### config.mk
export PLATFORM = sky130hd
export DESIGN_NAME = pb_operand_loader_flat
export DESIGN_NICKNAME = d
export VERILOG_FILES = /design/src/rtl/pb_operand_loader_if.sv /design/src/rtl/pb_operand_loader.sv /design/src/flat_wrapper.sv
export SDC_FILE = /design/constraint.sdc
export NUM_CORES = 1
export LEC_CHECK = 0
export CAP_MARGIN = 20
export CORE_ASPECT_RATIO = 1.5
export CORE_UTILIZATION = 50
export DETAILED_ROUTE_END_ITERATION = 10
export PLACE_DENSITY = 0.81
export SETUP_SLACK_MARGIN = 0.2
export SYNTH_ARGS = -nofsm -noshare
export SYNTH_HDL_FRONTEND = slang
export SYNTH_SLANG_ARGS = --single-unit
### constraint.sdc
create_clock -name clk -period 11.6 [get_ports clk]
set_input_delay 3.48 -clock clk [delete_from_list [all_inputs] [get_ports clk]]
set_output_delay 3.48 -clock clk [all_outputs]
set_load 0.01 [all_outputs]
### src/rtl/pb_operand_loader_if.sv
// Button/switch inputs and operand/status outputs of pb_operand_loader.
//   pb1..pb4 : raw pushbuttons (driven by master)
//   y        : raw 4-bit switch nibble (driven by master)
//   a, b     : 8-bit operands (driven by slave)
//   loaded   : sticky per-nibble load flags (driven by slave)
//   valid    : all four nibbles loaded (driven by slave)
//   upd      : one-cycle pulse after any nibble load (driven by slave)
interface pb_operand_loader_if;
    logic       pb1;
    logic       pb2;
    logic       pb3;
    logic       pb4;
    logic [3:0] y;
    logic [7:0] a;
    logic [7:0] b;
    logic [3:0] loaded;
    logic       valid;
    logic       upd;

    modport master (
        output pb1, pb2, pb3, pb4, y,
        input  a, b, loaded, valid, upd
    );

    modport slave (
        input  pb1, pb2, pb3, pb4, y,
        output a, b, loaded, valid, upd
    );
endinterface

### src/rtl/pb_operand_loader.sv
// Synchronises and debounces four pushbuttons and a switch nibble, and on each
// debounced press captures the switch nibble into the mapped nibble of a or b.
//   clk : system clock, rising edge
//   rst : asynchronous active-high reset
//   bus : slave side of pb_operand_loader_if
//         pb1->a[3:0], pb2->a[7:4], pb3->b[3:0], pb4->b[7:4]
module pb_operand_loader #(
    parameter int unsigned DEBOUNCE_CYCLES = 16,
    parameter int unsigned CNT_W           = 20
) (
    input  logic              clk,
    input  logic              rst,
    pb_operand_loader_if.slave bus
);

    localparam int unsigned NBTN = 4;
    localparam logic [CNT_W-1:0] CNT_MAX = CNT_W'(DEBOUNCE_CYCLES - 1);

    logic [NBTN-1:0]  pb_s1;
    logic [NBTN-1:0]  pb_s2;
    logic [3:0]       y_s1;
    logic [3:0]       y_s2;
    logic [CNT_W-1:0] cnt [NBTN];
    logic [NBTN-1:0]  db;
    logic [NBTN-1:0]  db_d;
    logic [NBTN-1:0]  press;

    logic [7:0]       a_q;
    logic [7:0]       b_q;
    logic [NBTN-1:0]  loaded_q;
    logic             valid_q;
    logic             upd_q;

    // Two-flop synchronisers for buttons and switches
    always_ff @(posedge clk or posedge rst) begin
        if (rst) begin
            pb_s1 <= '0;
            pb_s2 <= '0;
            y_s1  <= '0;
            y_s2  <= '0;
        end else begin
            pb_s1 <= {bus.pb4, bus.pb3, bus.pb2, bus.pb1};
            pb_s2 <= pb_s1;
            y_s1  <= bus.y;
            y_s2  <= y_s1;
        end
    end

    // Per-button debounce: level flips only after DEBOUNCE_CYCLES consecutive
    // disagreeing samples; any agreeing sample restarts the count.
    always_ff @(posedge clk or posedge rst) begin
        if (rst) begin
            db   <= '0;
            db_d <= '0;
            for (int i = 0; i < NBTN; i++) begin
                cnt[i] <= '0;
            end
        end else begin
            db_d <= db;
            for (int i = 0; i < NBTN; i++) begin
                if (pb_s2[i] == db[i]) begin
                    cnt[i] <= '0;
                end else if (cnt[i] == CNT_MAX) begin
                    db[i]  <= pb_s2[i];
                    cnt[i] <= '0;
                end else begin
                    cnt[i] <= cnt[i] + CNT_W'(1);
                end
            end
        end
    end

    // Rising edge of the debounced level; releases never load
    assign press = db & ~db_d;

    // Nibble capture, sticky load flags and update pulse
    always_ff @(posedge clk or posedge rst) begin
        if (rst) begin
            a_q      <= '0;
            b_q      <= '0;
            loaded_q <= '0;
            valid_q  <= 1'b0;
            upd_q    <= 1'b0;
        end else begin
            if (press[0]) a_q[3:0] <= y_s2;
            if (press[1]) a_q[7:4] <= y_s2;
            if (press[2]) b_q[3:0] <= y_s2;
            if (press[3]) b_q[7:4] <= y_s2;
            loaded_q <= loaded_q | press;
            valid_q  <= &(loaded_q | press);
            upd_q    <= |press;
        end
    end

    assign bus.a      = a_q;
    assign bus.b      = b_q;
    assign bus.loaded = loaded_q;
    assign bus.valid  = valid_q;
    assign bus.upd    = upd_q;

endmodule

### src/flat_wrapper.sv
// flat-port wrapper written by rule: the top's interface ports become plain ports
module pb_operand_loader_flat 
#(
    parameter int unsigned DEBOUNCE_CYCLES = 16,
    parameter int unsigned CNT_W           = 20
)
  (clk, rst, bus_pb1, bus_pb2, bus_pb3, bus_pb4, bus_y, bus_a, bus_b, bus_loaded, bus_valid, bus_upd);
  pb_operand_loader_if bus_i ();
  input  logic clk;
  input  logic rst;
  input wire logic [$bits(bus_i.pb1)-1:0] bus_pb1;
  input wire logic [$bits(bus_i.pb2)-1:0] bus_pb2;
  input wire logic [$bits(bus_i.pb3)-1:0] bus_pb3;
  input wire logic [$bits(bus_i.pb4)-1:0] bus_pb4;
  input wire logic [$bits(bus_i.y)-1:0] bus_y;
  output wire logic [$bits(bus_i.a)-1:0] bus_a;
  output wire logic [$bits(bus_i.b)-1:0] bus_b;
  output wire logic [$bits(bus_i.loaded)-1:0] bus_loaded;
  output wire logic [$bits(bus_i.valid)-1:0] bus_valid;
  output wire logic [$bits(bus_i.upd)-1:0] bus_upd;
  assign bus_i.pb1 = bus_pb1;
  assign bus_i.pb2 = bus_pb2;
  assign bus_i.pb3 = bus_pb3;
  assign bus_i.pb4 = bus_pb4;
  assign bus_i.y = bus_y;
  assign bus_a = bus_i.a;
  assign bus_b = bus_i.b;
  assign bus_loaded = bus_i.loaded;
  assign bus_valid = bus_i.valid;
  assign bus_upd = bus_i.upd;
  pb_operand_loader #(.DEBOUNCE_CYCLES(DEBOUNCE_CYCLES), .CNT_W(CNT_W)) u_core (.clk(clk), .rst(rst), .bus(bus_i));
endmodule
# Yosys cells after proc, flatten, opt, wreduce, memory -nomap -nowiden
# Index checks and enable logic that the tools add are counted.
[totals]
ff_bits = 126
in_bits = 10
out_inout_bits = 22
[op_classes]
addsub = 4
n_eq_ne = 8
muxes = 8
n_bitwise = 7
reduce_logical = 6
[op_table]
columns = ["operator", "n"]
rows = [
  ["$mux W20", 8],
  ["$add A20 B1 Y20 const B", 4],
  ["$eq A20 B4 Y1 const B", 4],
  ["$reduce_and A2 Y1", 4],
  ["$and A4 B4 Y4", 1],
  ["$eq A1 B1 Y1", 4],
  ["$not A1 Y1", 4],
  ["$not A4 Y4", 1],
  ["$or A4 B4 Y4", 1],
  ["$reduce_and A4 Y1", 1],
  ["$reduce_or A4 Y1", 1],
]

# Longest topological paths before layout
# Gate-level depths: netlist of the first run.
[logic_depth]
depth_word = 4
depth_mapped = 6
depth_no_buf = 5

# Least setup slack after synthesis of the first run
# OpenSTA, ideal clock, no wires.
[synth_path]
path_type = "register -> output"
start = "register u_core.a_q[4] (netlist: u_core.bus.a[4])"
end = "output port bus_a[4]"
t_arrival_ps = 383
t_required_ps = 8120
slack_ps = 7737
stages_incl_launch_ff = 1
cell_sequence = "dfrtp_1"
[synth_lines]
columns = ["element", "line", "rtl"]
rows = [
  ["from (decl)", "pb_operand_loader.sv:28", "logic [7:0] a_q;"],
  ["from (signal assigned)", "pb_operand_loader.sv:86", "if (press[1]) a_q[7:4] <= y_s2;"],
  ["to (decl)", "flat_wrapper.sv:16", "output wire logic [$bits(bus_i.a)-1:0] bus_a;"],
]
# No word-level cell between the ends.

==> results_dict.tcl, run 1 <==
set metrics [dict create \
    met3_usage_pct 5.15 \
    max_slew_margin_pct 37.2 \
    wl_um 11100 \
    yosys.area_share.adder_pct 0.900 \
    final_core_util_pct 62.3 \
    register_area_um2 3150 \
    synth_top_family_by_area "simple AND/OR/NAND/NOR gates" \
    grt_max_degree 80 \
    core_area_um2 10700 \
    fin_crit_sh_pct 41.8 \
    rows 46 \
    clk_path_buf_depth 2 \
    fin_area_um2 6670 \
    die_y_um 131 \
    area_delta_synth_final_pct 20.0 \
    hp-class "register to register" \
    final_cells 706 \
    cp_slowest_stage_delay_ns 0.84 \
    n_antenna_cell 0 \
    synth_area_leaders "dfrtp_1 (57%), xnor2_1 (5.8%), nor2_1 (5.0%)" \
    critPathLaunch "rst" \
    cap_violations 0 \
    cp_slowest_cell "buf_4" \
    hpwl_um 7280 \
    holdBufCountCts 0 \
    num_vias 4047 \
    cp_top_family "buffers and inverters" \
    fin_crit_ns 4.85 \
    path_buf_inv 3 \
    slew_violations 0 \
    ys_types 39 \
    cp_cell_sequence "clkdlybuf4s50_1 -> inv_4 -> buf_4" \
    dp_cells 673 \
    gr-usage-met2_pct 35.1 \
    vdd_drop_max_v 0.000116 \
    cts_tree "done" \
    postCtsSetupBuffers 0 \
    synthMuxAreaShare_pct 4.95 \
    worstPathMaxFanout 79 \
    crit_arrival_ns 5.25 \
    finalWorstSetupSlack_ns 6.75 \
    grt_usage_pct 21.3 \
    wl_per_cell_um 15.7 \
    dr.pass1.iters 5 \
    antenna_found_initial 0 \
    synthesis.area_um2 5560 \
    port_buffers 31 \
    synth_compound_area_share_pct 3.31 \
    hold_path.startpoint "u_core.pb_s1[1]$_DFF_PP0_" \
    cts_root_buf "clkbuf_16" \
    top_level_ports 32 \
    tns_ns 0 \
    swShare_pct 20.4 \
    tightest_slew_ns 0.942 \
    yosys_most_used_dff "dfrtp_1" \
    drive_gt1_share_pct 11.4 \
    drtAntennaViolNets 0 \
    largest_reg_flops 80 \
    clkPwrFrac_pct 54.7 \
    power_density_nw_per_um2 159 \
    ys_warn_count 0 \
    grt_pass1_wl_um 19100 \
    routabilityCongestion 0.848 \
    top_register "u_core.cnt" \
    comb_power_share_pct 2.6 \
    hold_viol 0 \
    grt_pass1_vias 4109 \
    r2r-start "u_core.cnt[60]$_DFF_PP0_" \
    fillerInstances 833 \
    end_kind "asynchronous set/reset pin" \
    crit_path_start_kind "input port" \
    async_flop_share_pct 100 \
    synthSimpleGateAreaFrac_pct 23.0 \
    synth_nets 523 \
    cts.reportedPaths.clkPinSlew_ns 0.06 \
    finClkSkew_ns 0.00518 \
    postSynthAreaPerCell_um2 10.9 \
    required_ns 12.00 \
    cts_htree_levels 4 \
    floorplan.initialDensity_pct 51.9 \
    grt_overflow 0 \
    viasPerCell 5.73 \
    rsz0062_at_grt "no" \
    post-route-drc-count 0 \
    seq_power_share_pct 42.7 \
    cts_made_buffers 17 \
    cts_resized 0 \
    yosysTopAreaCellShare_pct 56.7 \
    synth_xor_area_share_pct 9.29 \
    die-width_um 88.1 \
    use_met1_pct 26.7 \
    power.switching_mw 0.217 \
    clock-sinks 126 \
    syn_inst 509 \
    fin_nets 563 \
    die-area_um2 11600 \
    power_leakage_nw 2.89 \
    clk_latency_ns 0.41 \
    grt-busiest-layer "met2" \
    max_freq_mhz 206 \
    intPower_mw 0.846 \
    yosysSeqAreaShare_pct 56.7 \
    ys_ff_latch 126 \
    drt_iter0_drc 237 \
    criticalPathCategory "input port to asynchronous set/reset pin" \
    synth_edf_count 0 \
    finalPower_mw 1.06 \
    whs_ns 0.350 \
    outcome "complete, no violations" \
    setup_viol 0 \
    synth_top_area_cell "dfrtp_1" \
    multi_input_area_um2 2300 \
    place_area_um2 6010 \
    dp_slack_ns 6.21 \
]
==> power by group through the flow <==
stage	Combinational, mW	Sequential (mW)	Clock [mW]
3_3_place_gp	0.0268	0.461	0
2_1_floorplan	0.0174	0.460	0
5_1_grt	0.0323	0.455	0.609
6_report	0.0275	0.454	0.581
4_1_cts	0.0283	0.454	0.587
3_5_place_dp	0.0278	0.461	0
==> kinds of logic (layout without fill, tap and decap cells) <==
group,after synthesis,count (layout)
and+or+nand+nor,236,236
DFF,126,126
xor gates and xnor gates,59,59
AOI/OAI and AO/OA,33,33
buffers and inverters,26,79
muxes,25,25
adders and majority gates,4,4
==> area by class of cell <==
type / instances / share of cell area (%)
well taps: 144 / 2.70
multi-input cells: 357 / 34.5
repair buffers: 34 / 4.99
inverters: 13 / 0.769
clock inverters: 13 / 3.13
flip-flops and latches: 126 / 47.3
clock buffers: 19 / 6.64
==> Yosys cell counts, types with 4 or more instances <==
library cell and number:
and4_1 8, nand3_1 21, or3_1 14, clkbuf_1 7, nand2_1 23, xnor2_1 37
nor3b_1 5, ha_1 4, nor2_1 74, mux2_2 20, nor3_1 9, xor2_1 22
buf_2 4, nand4_1 25, a21oi_1 16, o21ai_0 10, nand2b_1 6, nor4_1 30
mux2i_1 5, and2_1 4, dfrtp_1 126, inv_1 13, and3_1 4
==> path summary, 6_finish.rpt <==
path                       cells past startpoint  slack, ns                         to
setup reg to reg                               5       9.57   u_core.cnt[74]$_DFF_PP0_
min in group asynchronous                      2       3.49   u_core.cnt[30]$_DFF_PP0_
setup / recovery                               3       6.75   u_core.cnt[57]$_DFF_PP0_
hold reg to reg                                0       0.35  u_core.pb_s2[1]$_DFF_PP0_
max in group clk                               1       6.79                   bus_b[0]
hold / removal                                 0       0.35  u_core.pb_s2[1]$_DFF_PP0_
==> cell usage in the layout, fill, tap and decap left out, drive strengths merged, types with 8 or more instances in the layout <==
cell | Yosys | final
a21oi | 16 | 16
and4 | 8 | 8
clkbuf | 9 | 19
clkdlybuf4s50 | 0 | 31
dfrtp | 126 | 126
inv | 13 | 17
mux2 | 20 | 20
nand2 | 23 | 23
nand3 | 22 | 22
nand4 | 28 | 28
nor2 | 74 | 74
nor3 | 9 | 9
nor4 | 31 | 31
o21ai | 13 | 13
or3 | 14 | 14
xnor2 | 37 | 37
xor2 | 22 | 22
==> metal layers <==
metal	vias up	part of all wire, %
met4	0	2.2
met5	-	0
met3	24	3.4
met1	2039	42
met2	96	53
li1	1888	-
Power figures use the tool's default switching activity.
==> run 2, diff against run 1 <==
--- a/config.mk
+++ b/config.mk
@@ -9,7 +9,7 @@
 export CORE_ASPECT_RATIO = 1.5
 export CORE_UTILIZATION = 50
 export DETAILED_ROUTE_END_ITERATION = 10
-export PLACE_DENSITY = 0.81
+export PLACE_DENSITY = 0.83
 export SETUP_SLACK_MARGIN = 0.2
 export SYNTH_ARGS = -nofsm -noshare
 export SYNTH_HDL_FRONTEND = slang
==> constraint.sdc (replaced) <==
create_clock -name clk -period 4.1 [get_ports clk]
set_input_delay 1.23 -clock clk [delete_from_list [all_inputs] [get_ports clk]]
set_output_delay 1.23 -clock clk [all_outputs]
set_load 0.01 [all_outputs]
==> results_dict.tcl, run 2 (synthesis results as in run 1) <==
set metrics [dict create \
    outcome "complete, no violations" \
    antenna_found_initial 0 \
    power_density_nw_per_um2 422 \
    finalPower_mw 2.78 \
    end_kind "primary output" \
    fin_nets 564 \
    routabilityCongestion 0.861 \
    cts_htree_levels 4 \
    postCtsSetupBuffers 0 \
    n_antenna_cell 0 \
    max_slew_margin_pct 47.9 \
    die_y_um 131 \
    rows 46 \
    path_buf_inv 1 \
    layout_common_cells "dfrtp_1 (126), nor2_1 (74), xnor2_1 (37)" \
    cts_root_buf "clkbuf_16" \
    drtAntennaViolNets 0 \
    fin_crit_ns 2.56 \
    hold_viol 0 \
    clk_latency_ns 0.41 \
    viasPerCell 5.72 \
    area_delta_synth_final_pct 18.6 \
    cp_slowest_stage_delay_ns 0.56 \
    wl_um 11200 \
    wl_per_cell_um 15.9 \
    power.switching_mw 0.573 \
    fin_crit_sh_pct 62.4 \
    required_ns 2.87 \
    grt_usage_pct 21.3 \
    rrSetupSlack_ns 1.96 \
    place_area_um2 6030 \
    worstPathMaxFanout 2 \
    criticalPathCategory "register to primary output" \
    largest_reg_flops 80 \
    cap_violations 0 \
    max_freq_mhz 391 \
    hpwl_um 7560 \
    die-width_um 88.1 \
    slew_violations 0 \
    core_area_um2 10700 \
    post-route-drc-count 0 \
    port_buffers 31 \
    grt_overflow 0 \
    rsz0062_at_grt "no" \
    tightest_slew_ns 0.782 \
    vdd_drop_max_v 0.000331 \
    finClkSkew_ns 0.00620 \
    fin_area_um2 6600 \
    intPower_mw 2.21 \
    cp_top_family "buffers and inverters" \
    holdBufCountCts 0 \
    clock-sinks 126 \
    power_leakage_nw 2.84 \
    floorplan.initialDensity_pct 51.9 \
    dr.pass1.iters 5 \
    hp-class "register to register" \
    top_register "u_core.cnt" \
    tns_ns 0 \
    drt_iter0_drc 248 \
    cp_slowest_cell "clkdlybuf4s50_1" \
    crit_arrival_ns 1.33 \
    grt_max_degree 74 \
    clk_path_buf_depth 2 \
    cts.reportedPaths.clkPinSlew_ns 0.05 \
    final_common_cell "dfrtp_1" \
    crit_path_start_kind "register" \
    grt_pass1_vias 4037 \
    die-area_um2 11600 \
    setup_viol 0 \
    comb_power_share_pct 2.9 \
    cts_resized 0 \
    clkPwrFrac_pct 50.9 \
    num_vias 4027 \
    cp_cell_sequence "clkdlybuf4s50_1" \
    cts_tree "done" \
    cts_made_buffers 17 \
    grt_pass1_wl_um 18900 \
    swShare_pct 20.6 \
    drive_gt1_share_pct 10.7 \
    seq_power_share_pct 46.2 \
    top_level_ports 32 \
]
==> run 2: path summary, 6_finish.rpt <==
| kind | start | to | depth (start not counted) |
|---|---|---|---|
| worst max-delay path | u_core.bus.b[1]$_DFFE_PP0P_ | bus_b[1] | 1 |
| worst min-delay path | u_core.pb_s1[0]$_DFF_PP0_ | u_core.pb_s2[0]$_DFF_PP0_ | 0 |
| worst max register to register | u_core.cnt[60]$_DFF_PP0_ | u_core.cnt[63]$_DFF_PP0_ | 5 |
| worst min register to register | u_core.pb_s1[0]$_DFF_PP0_ | u_core.pb_s2[0]$_DFF_PP0_ | 0 |
| max in group asynchronous | rst | u_core.bus.a[4]$_DFFE_PP0P_ | 3 |
| min in group asynchronous | rst | u_core.cnt[29]$_DFF_PP0_ | 2 |
==> run 2: routing by layer <==
layer | track usage (%) | up-vias | wire length [um]
met2 | 35.9 | 127 | 5900
li1 | - | 1886 | -
met5 | 0 | - | 0
met4 | 8.51 | 0 | 227
met3 | 5.34 | 25 | 448
met1 | 25.6 | 1989 | 4650
==> run 2: final cells by class <==
type | instances | area (um2)
fillers | 837 | 4110
flip-flops and latches | 126 | 3150
multi-input cells | 357 | 2300
clock buffers | 22 | 464
repair buffers | 35 | 353
clock inverters | 7 | 90.1
well taps | 144 | 180
inverters | 13 | 52.6
==> run 2: power groups by stage <==
stage          logic [mW]  clock network [mW]  registers (mW)
3_5_place_dp       0.0825                   0            1.31
2_1_floorplan      0.0496                   0            1.30
5_1_grt            0.0928                1.49            1.29
4_1_cts            0.0831                1.44            1.28
6_report           0.0810                1.41            1.29
3_3_place_gp       0.0784                   0            1.30
==> run 2: through the flow <==
stage	hold slack, ns	setup WS (ns)	cells	utilization, %
after CTS	0.349	1.51	703	61.5
final	0.349	1.54	704	61.6
after detailed placement	0.336	1.65	674	56.4
after floorplan	0.331	1.32	509	-
after global placement	0.332	1.70	674	56.4
after global routing	0.356	1.50	704	61.6
==> run 3, diff against run 2 <==
--- a/config.mk
+++ b/config.mk
@@ -9,7 +9,7 @@
 export CORE_ASPECT_RATIO = 1.5
 export CORE_UTILIZATION = 50
 export DETAILED_ROUTE_END_ITERATION = 10
-export PLACE_DENSITY = 0.83
+export PLACE_DENSITY = 0.81
 export SETUP_SLACK_MARGIN = 0.2
 export SYNTH_ARGS = -nofsm -noshare
 export SYNTH_HDL_FRONTEND = slang
==> constraint.sdc (replaced) <==
create_clock -name clk -period 2.55 [get_ports clk]
set_input_delay 0.765 -clock clk [delete_from_list [all_inputs] [get_ports clk]]
set_output_delay 0.765 -clock clk [all_outputs]
set_load 0.01 [all_outputs]
==> results_dict.tcl, run 3 (synthesis results as in run 1) <==
set metrics [dict create \
    max_slew_margin_pct 49.7 \
    fin_area_um2 6710 \
    intPower_mw 3.70 \
    hp-class "register to register" \
    critPathCapture "bus_b[7]" \
    r2r-start "u_core.cnt[60]$_DFF_PP0_" \
    rrSetupSlack_ns 0.54 \
    die-width_um 88.1 \
    cts_tree "done" \
    die_y_um 131 \
    comb_power_share_pct 3.0 \
    die-area_um2 11600 \
    cp.depth 1 \
    cts_resized 0 \
    cp_top_family "buffers and inverters" \
    top_register "u_core.cnt" \
    final_core_util_pct 62.7 \
    final_cells 711 \
    worstPathMaxFanout 2 \
    power_leakage_nw 2.90 \
    crit_arrival_ns 1.34 \
    hold_viol 0 \
    grt_usage_pct 22.0 \
    max_freq_mhz 475 \
    fin_crit_sh_pct 82.5 \
    drt_iter0_drc 285 \
    core_area_um2 10700 \
    n_antenna_cell 0 \
    grt_overflow 0 \
    cp_slowest_stage_delay_ns 0.55 \
    layout_common_cells "dfrtp_1 (126), nor2_1 (74), xnor2_1 (37)" \
    fin_nets 568 \
    whs_ns 0.347 \
    wl_um 11700 \
    clk_path_buf_depth 2 \
    antenna_found_initial 0 \
    cts_made_buffers 17 \
    rows 46 \
    finClkSkew_ns 0.00774 \
    criticalPathCategory "register to primary output" \
    vdd_drop_max_v 0.000436 \
    clk_latency_ns 0.42 \
    dp_cells 679 \
    routabilityCongestion 0.887 \
    fillerInstances 806 \
    rr_worst_depth 6 \
    cp_slowest_cell "clkdlybuf4s50_1" \
    largest_reg_flops 80 \
    grt_pass1_vias 4223 \
    power.switching_mw 1.04 \
    tightest_slew_ns 0.755 \
    grt_pass1_wl_um 19700 \
    post-route-drc-count 0 \
    wl_per_cell_um 16.4 \
    dr.pass1.iters 5 \
    cap_violations 0 \
    required_ns 1.79 \
    final_common_cell "dfrtp_1" \
    num_vias 4132 \
    clock-sinks 126 \
    port_buffers 31 \
    rsz0062_at_grt "no" \
    fin_crit_ns 2.10 \
    viasPerCell 5.81 \
    cts_htree_levels 4 \
    end_kind "primary output" \
    postCtsSetupBuffers 0 \
    outcome "complete, no violations" \
    floorplan.initialDensity_pct 51.9 \
    drive_gt1_share_pct 12.3 \
    grt_max_degree 68 \
    top_level_ports 32 \
    hpwl_um 7530 \
    cp_cell_sequence "clkdlybuf4s50_1" \
    clkPwrFrac_pct 53.4 \
    setup_viol 0 \
    cts.reportedPaths.clkPinSlew_ns 0.06 \
    area_delta_synth_final_pct 20.7 \
    rr_endpoint "u_core.cnt[74]$_DFF_PP0_" \
    power_density_nw_per_um2 706 \
    path_buf_inv 1 \
    place_area_um2 6080 \
    swShare_pct 22.0 \
    crit_path_start_kind "register" \
    drtAntennaViolNets 0 \
    cts_root_buf "clkbuf_16" \
    holdBufCountCts 0 \
    critPathLaunch "u_core.bus.b[7]$_DFFE_PP0P_" \
    slew_violations 0 \
    tns_ns 0 \
    seq_power_share_pct 43.6 \
]
-- run 3: layout make-up --
cell class | count | area, um2 | share of cell area, %
Tap cell | 144 | 180 | 2.68
Timing Repair Buffer | 39 | 395 | 5.89
Sequential cell | 126 | 3150 | 47.0
Clock inverter | 13 | 176 | 2.63
Inverter | 13 | 52.6 | 0.783
Multi-Input combinational cell | 357 | 2300 | 34.3
Clock buffer | 19 | 453 | 6.75
-- run 3: worst min-delay path by stage --
stage,endpoint,depth (start not counted),from,slack (ns)
detailed placement,u_core.pb_s2[1]$_DFF_PP0_,0,u_core.pb_s1[1]$_DFF_PP0_,0.34
CTS,u_core.pb_s2[1]$_DFF_PP0_,0,u_core.pb_s1[1]$_DFF_PP0_,0.35
global route,u_core.y_s2[0]$_DFF_PP0_,0,u_core.y_s1[0]$_DFF_PP0_,0.37
finish,u_core.pb_s2[1]$_DFF_PP0_,0,u_core.pb_s1[1]$_DFF_PP0_,0.35
global placement,u_core.pb_s2[1]$_DFF_PP0_,0,u_core.pb_s1[1]$_DFF_PP0_,0.33
floorplan,u_core.pb_s2[0]$_DFF_PP0_,0,u_core.pb_s1[0]$_DFF_PP0_,0.33
-- run 3: power by group through the flow --
| stage | registers (mW) | logic, mW | clock network [mW] |
|---|---|---|---|
| after floorplan | 2.09 | 0.0797 | 0 |
| after global placement | 2.10 | 0.134 | 0 |
| after detailed placement | 2.10 | 0.139 | 0 |
| after CTS | 2.07 | 0.144 | 2.56 |
| after global routing | 2.07 | 0.160 | 2.65 |
| final | 2.07 | 0.140 | 2.53 |
-- run 3: routing by layer --
metal	routed length, um	global-route usage (%)	vias to the layer above
li1	-	-	1895
met1	4510	25.7	2069
met2	6270	37.1	131
met3	536	5.40	37
met4	340	10.8	0
met5	0	0	-
-- run 3: per-stage QoR --
step	power, mW	setup slack [ns]
finish	4.74	0.446
global route	4.88	0.396
CTS	4.77	0.441
detailed placement	2.24	0.641
global placement	2.23	0.749
floorplan	2.17	0.232
